$ cat src/rtl/flash_adc_pkg.sv
// Shared definitions for the flash ADC back end: comparator-count helper and
// the default resolution used by the ADC top.
package flash_adc_pkg;

  localparam int ADC_N_BITS = 3;

  // Number of comparators needed for an n-bit flash conversion.
  function automatic int therm_w(input int n);
    return (1 << n) - 1;
  endfunction

endpackage

$ cat src/rtl/flash_bubble_corrector.sv
// Combinational 3-input majority bubble filter over a thermometer word, with a
// flag raised whenever the filter altered any bit.
module flash_bubble_corrector #(
  parameter int W = 7
) (
  input  logic [W-1:0] t,
  output logic [W-1:0] c,
  output logic         changed
);

  // Pad with an implied comparator below (always 1) and above (always 0).
  logic [W+1:0] ext;
  assign ext = {1'b0, t, 1'b1};

  for (genvar i = 0; i < W; i++) begin : g_maj
    assign c[i] = (ext[i] & ext[i+1]) | (ext[i] & ext[i+2]) | (ext[i+1] & ext[i+2]);
  end

  assign changed = |(c ^ t);

endmodule

$ cat src/rtl/flash_therm_encoder.sv
// Pipelined thermometer-to-binary encoder: capture, bubble correction, priority
// encode with range flags, plus a saturating count of corrected samples.
module flash_therm_encoder
  import flash_adc_pkg::*;
#(
  parameter int N_BITS = ADC_N_BITS,
  parameter int CNT_W  = 8
) (
  input  logic                         clk,
  input  logic                         rst_n,
  input  logic                         in_valid,
  input  logic [therm_w(N_BITS)-1:0]   therm_in,
  input  logic                         err_clr,
  output logic                         out_valid,
  output logic [N_BITS-1:0]            code_out,
  output logic                         ovr,
  output logic                         udr,
  output logic                         bubble_det,
  output logic [CNT_W-1:0]             err_count
);

  localparam int W = therm_w(N_BITS);

  logic [W-1:0]      t_q;
  logic              v1;
  logic [W-1:0]      c_d;
  logic              chg_d;
  logic [W-1:0]      c_q;
  logic              b2;
  logic              v2;
  logic [N_BITS-1:0] enc;

  // Stage 1: align the raw comparator word to the sampling clock.
  always_ff @(posedge clk or negedge rst_n) begin
    if (!rst_n) begin
      t_q <= '0;
      v1  <= 1'b0;
    end else begin
      v1 <= in_valid;
      if (in_valid) t_q <= therm_in;
    end
  end

  flash_bubble_corrector #(.W(W)) u_corr (
    .t       (t_q),
    .c       (c_d),
    .changed (chg_d)
  );

  always_ff @(posedge clk or negedge rst_n) begin
    if (!rst_n) begin
      c_q <= '0;
      b2  <= 1'b0;
      v2  <= 1'b0;
    end else begin
      v2 <= v1;
      if (v1) begin
        c_q <= c_d;
        b2  <= chg_d;
      end
    end
  end

  // Highest set bit wins, so leftover sparkles resolve to the top-most one.
  always_comb begin
    enc = '0;
    for (int i = 0; i < W; i++) begin
      if (c_q[i]) enc = N_BITS'(i + 1);
    end
  end

  always_ff @(posedge clk or negedge rst_n) begin
    if (!rst_n) begin
      out_valid  <= 1'b0;
      code_out   <= '0;
      ovr        <= 1'b0;
      udr        <= 1'b0;
      bubble_det <= 1'b0;
    end else begin
      out_valid <= v2;
      if (v2) begin
        code_out   <= enc;
        ovr        <= &c_q;
        udr        <= ~|c_q;
        bubble_det <= b2;
      end
    end
  end

  // Clear beats a coincident increment; the count sticks at all ones.
  always_ff @(posedge clk or negedge rst_n) begin
    if (!rst_n) begin
      err_count <= '0;
    end else if (err_clr) begin
      err_count <= '0;
    end else if (out_valid && bubble_det && (err_count != '1)) begin
      err_count <= err_count + CNT_W'(1);
    end
  end

endmodule

$ cat config.mk
export PLATFORM = sky130hd
export DESIGN_NAME = flash_therm_encoder
export DESIGN_NICKNAME = d
export VERILOG_FILES = /design/src/rtl/flash_adc_pkg.sv /design/src/rtl/flash_bubble_corrector.sv /design/src/rtl/flash_therm_encoder.sv
export SDC_FILE = /design/constraint.sdc
export NUM_CORES = 1
export LEC_CHECK = 0
export CAP_MARGIN = 20
export CORE_AREA = 5 5 71 54
export CTS_BUF_LIST = sky130_fd_sc_hd__clkbuf_16
export DETAILED_ROUTE_END_ITERATION = 8
export DIE_AREA = 0 0 76 59
export DONT_BUFFER_PORTS = 1
export SETUP_SLACK_MARGIN = 0.15
export SYNTH_ARGS = -nofsm -noshare
export SYNTH_HDL_FRONTEND = slang
export SYNTH_HIERARCHICAL = 1
export SYNTH_SLANG_ARGS = --single-unit
$ cat constraint.sdc
create_clock -name clk -period 1.8 [get_ports clk]
set_input_delay 0.36 -clock clk [delete_from_list [all_inputs] [get_ports clk]]
set_output_delay 0.36 -clock clk [all_outputs]
set_load 0.005 [all_outputs]
==> results.py <==
metrics = {
    "place": {
        "place_area_sq_mm": 0.00152,
        "numPortBuffers": 0,
        "place_congestion": 0.796,
        "dp_hpwl_um": 1970,
        "dp_cells": 159,
    },
    "cts": {
        "cts-root-buf": "clkbuf_16",
        "clock_latency_ns": 0.27,
        "clock_path_buffers": 2,
        "clkTransAtPathRegs_ns": 0.05,
        "cts_tree": "built",
        "cts_buffers": 5,
        "cts_sinks": 32,
        "htree_levels": 2,
    },
    "critical_path": {
        "cp_max_fo": 5,
        "crit_type": "reg2reg",
        "slowest_delay_ns": 0.41,
        "required_ns": 1.96,
        "crit_path_end_kind": "register",
        "cp-start-kind": "register",
        "crit_path_top_delay_cell": "dfrtp_1",
        "worstPathArrival_ns": 1.76,
        "reg2reg_slack_ns": 0.20,
        "worstPathCellList": "ha_2 > nand3_4 > o211ai_2 > buf_4 > xor2_1 > nor2_1",
    },
    "synth": {
        "yosysMostFrequentCell": "dfrtp_1",
        "ys_seq_elements": 32,
        "synth_adder_area_share_pct": 4.22,
        "yosys.area_share.simple_pct": 12.6,
        "synth_edf_count": 0,
        "synth_commonest_cells": "dfrtp_1 (32), mux2_2 (14), nor2_1 (8), inv_1 (6), maj3_1 (5)",
        "netlist_area_sq_mm": 0.00148,
        "synthXorXnorAreaFrac_pct": 1.77,
        "synth.top_cell.area_share_pct": 54.1,
        "synthMuxAreaShare_pct": 11.3,
        "synth_top_area_cell": "dfrtp_1",
        "seq_area_frac_synth_pct": 54.1,
        "synthCells": 124,
        "yosysUniqueCellTypes": 37,
        "synth_nets": 136,
        "ys.flop_type": "dfrtp_1",
        "ys_top_cells_by_area": "dfrtp_1 (54%), mux2_2 (11%), maj3_1 (3.4%)",
        "ys_warn_count": 6,
        "synth_compound_area_share_pct": 13.5,
        "async_flop_share_pct": 100,
        "synth_top_family_by_area": "compound AO/OA/AOI/OAI gates",
        "syn_area_per_cell_sq_um": 11.9,
    },
    "grt": {
        "grt_max_degree": 33,
        "grt_pass1_wl_um": 4730,
        "overflow": 0,
        "grt_usage_pct": 13.4,
        "grt_pass1_vias": 952,
        "antenna_found_initial": 0,
    },
    "pwr": {
        "ir_drop_uv": 776,
        "power.static_leakage_nw": 0.716,
        "p_per_area_mw_per_mm2": 1090,
    },
    "timing": {
        "final.period_utilization_pct": 88.8,
        "worst_pin_slew_ns": 0.368,
        "setup_tns_ns": 0,
        "drv_slew": 0,
        "setup_viol": 0,
        "timing.fmax_mhz": 626,
        "rsz0062_at_grt": "yes",
        "fin_crit_ns": 1.60,
        "skew_ns": 0.00518,
        "relSlewSlack_pct": 75.4,
        "final-hold-violation-count": 0,
    },
    "min_path": {
        "hp-class": "in2reg",
    },
    "floorplan": {
        "rows": 17,
        "fp.coreArea_sq_mm": 0.00304,
        "die_w_um": 76,
        "io_pins": 26,
        "die_area_sq_mm": 0.00448,
        "fp.dieH_um": 59,
        "start_util_pct": 48.7,
    },
    "route": {
        "ant_nets": 0,
        "post-route-drc-count": 0,
        "wl_um": 2830,
        "first_pass_iters": 4,
        "drt_iter0_drc": 37,
        "num_vias": 974,
        "routedWlPerCell_um": 16.4,
        "viasPerCell": 5.66,
    },
    "layout": {
        "finalNetCount": 145,
        "drive_gt1_share_pct": 26.1,
        "antennaDiodeCount": 0,
        "syn_to_final_growth_pct": 17.3,
        "postLayoutCoreUtil_pct": 57.1,
        "final_design_area_no_fill_sq_mm": 0.00174,
        "fin_cells": 172,
    },
    "job": {
        "cap_violations": 0,
    },
    "status": {
        "status": "finished, final reports clean",
    },
}
state kept, by name, indices dropped and copies added, names as in the netlist:
register / flops
t_q: 7
b2: 1
out_valid: 1
err_count: 8
code_out: 3
bubble_det: 1
ovr: 1
v1: 1
udr: 1
v2: 1
c_q: 7
logic make-up after synthesis:
| logic type | after synthesis |
|---|---|
| mux | 15 |
| simple gates | 32 |
| xor+xnor | 3 |
| flops | 32 |
| compound gates | 26 |
| buf+inv | 10 |
| fa+ha+maj | 6 |
stage by stage:
step	worst slack, ns	hold slack [ns]	power (mW)
CTS	0.155	0.110	1.90
detailed placement	0.116	0.0654	1.10
floorplan	0.197	0.0644	1.05
finish	0.202	0.115	1.89
global placement	0.178	0.0654	1.09
global route	0.0909	0.107	1.98
layer usage:
metal  vias up  global-route usage [%]  wire (um)
met3         3                    5.93        164
met2        20                    18.9       1230
met4         0                    3.81         32
met1       475                    18.5       1400
met5         -                       0          0
li1        476                       -          -
cell usage in the layout, fill, tap and decap left out, types with 2 or more instances in the layout:
master,n
a21oi_1,3
a21oi_2,2
a31oi_1,2
buf_4,3
clkbuf_16,5
dfrtp_1,32
inv_1,8
maj3_1,5
mux2_2,14
nand2_1,4
nand2b_1,3
nand3_1,3
nand4_1,3
nor2_1,8
nor2b_1,2
o21a_1,2
o21ai_0,4
o22ai_1,2
o31ai_1,2
or4_1,2
xor2_1,2
power breakdown:
part | switching, mW | internal, mW | total [mW]
logic | 0.0914 | 0.130 | 0.222
clock network | 0.271 | 0.495 | 0.766
registers | 0.0996 | 0.801 | 0.901
total | 0.462 | 1.43 | 1.89
worst max-delay path: cells and delay by family, from the launching register on:
kind / cells / cell delay (ns)
adders and majority gates: 1 / 0.26
xor gates and xnor gates: 1 / 0.14
buffers and inverters: 1 / 0.18
AOI/OAI and AO/OA: 1 / 0.34
and+or+nand+nor: 2 / 0.16
DFF: 1 / 0.41
final cells by class:
class,instances,area (sq um)
Clock buffer,5,125
Clock inverter,3,11.3
Fill cell,266,1300
Inverter,6,22.5
Multi-Input combinational cell,83,678
Sequential cell,32,801
Tap cell,38,47.5
Timing Repair Buffer,5,52.6
path summary, 6_finish.rpt:
path,startpoint,endpoint,depth (start not counted)
hold reg to reg,b2,b2,1
setup reg to reg,err_count[1],err_count[0],6
setup / recovery,err_count[1],err_count[0],6
min in group asynchronous,rst_n,ovr,2
hold / removal,in_valid,v1,0
max in group asynchronous,rst_n,t_q[2],2
what timing repair did:
item / in CTS / in global routing
buffers inserted: 0 / 2
setup endpoints to repair: 2 / 2
pin swaps: 0 / 1
endpoints found under the hold margin: 32 / 0
gates resized for setup: 1 / 4
hold buffers: 2 / 0
gates cloned: 0 / 1
Power figures use the tool's default switching activity.
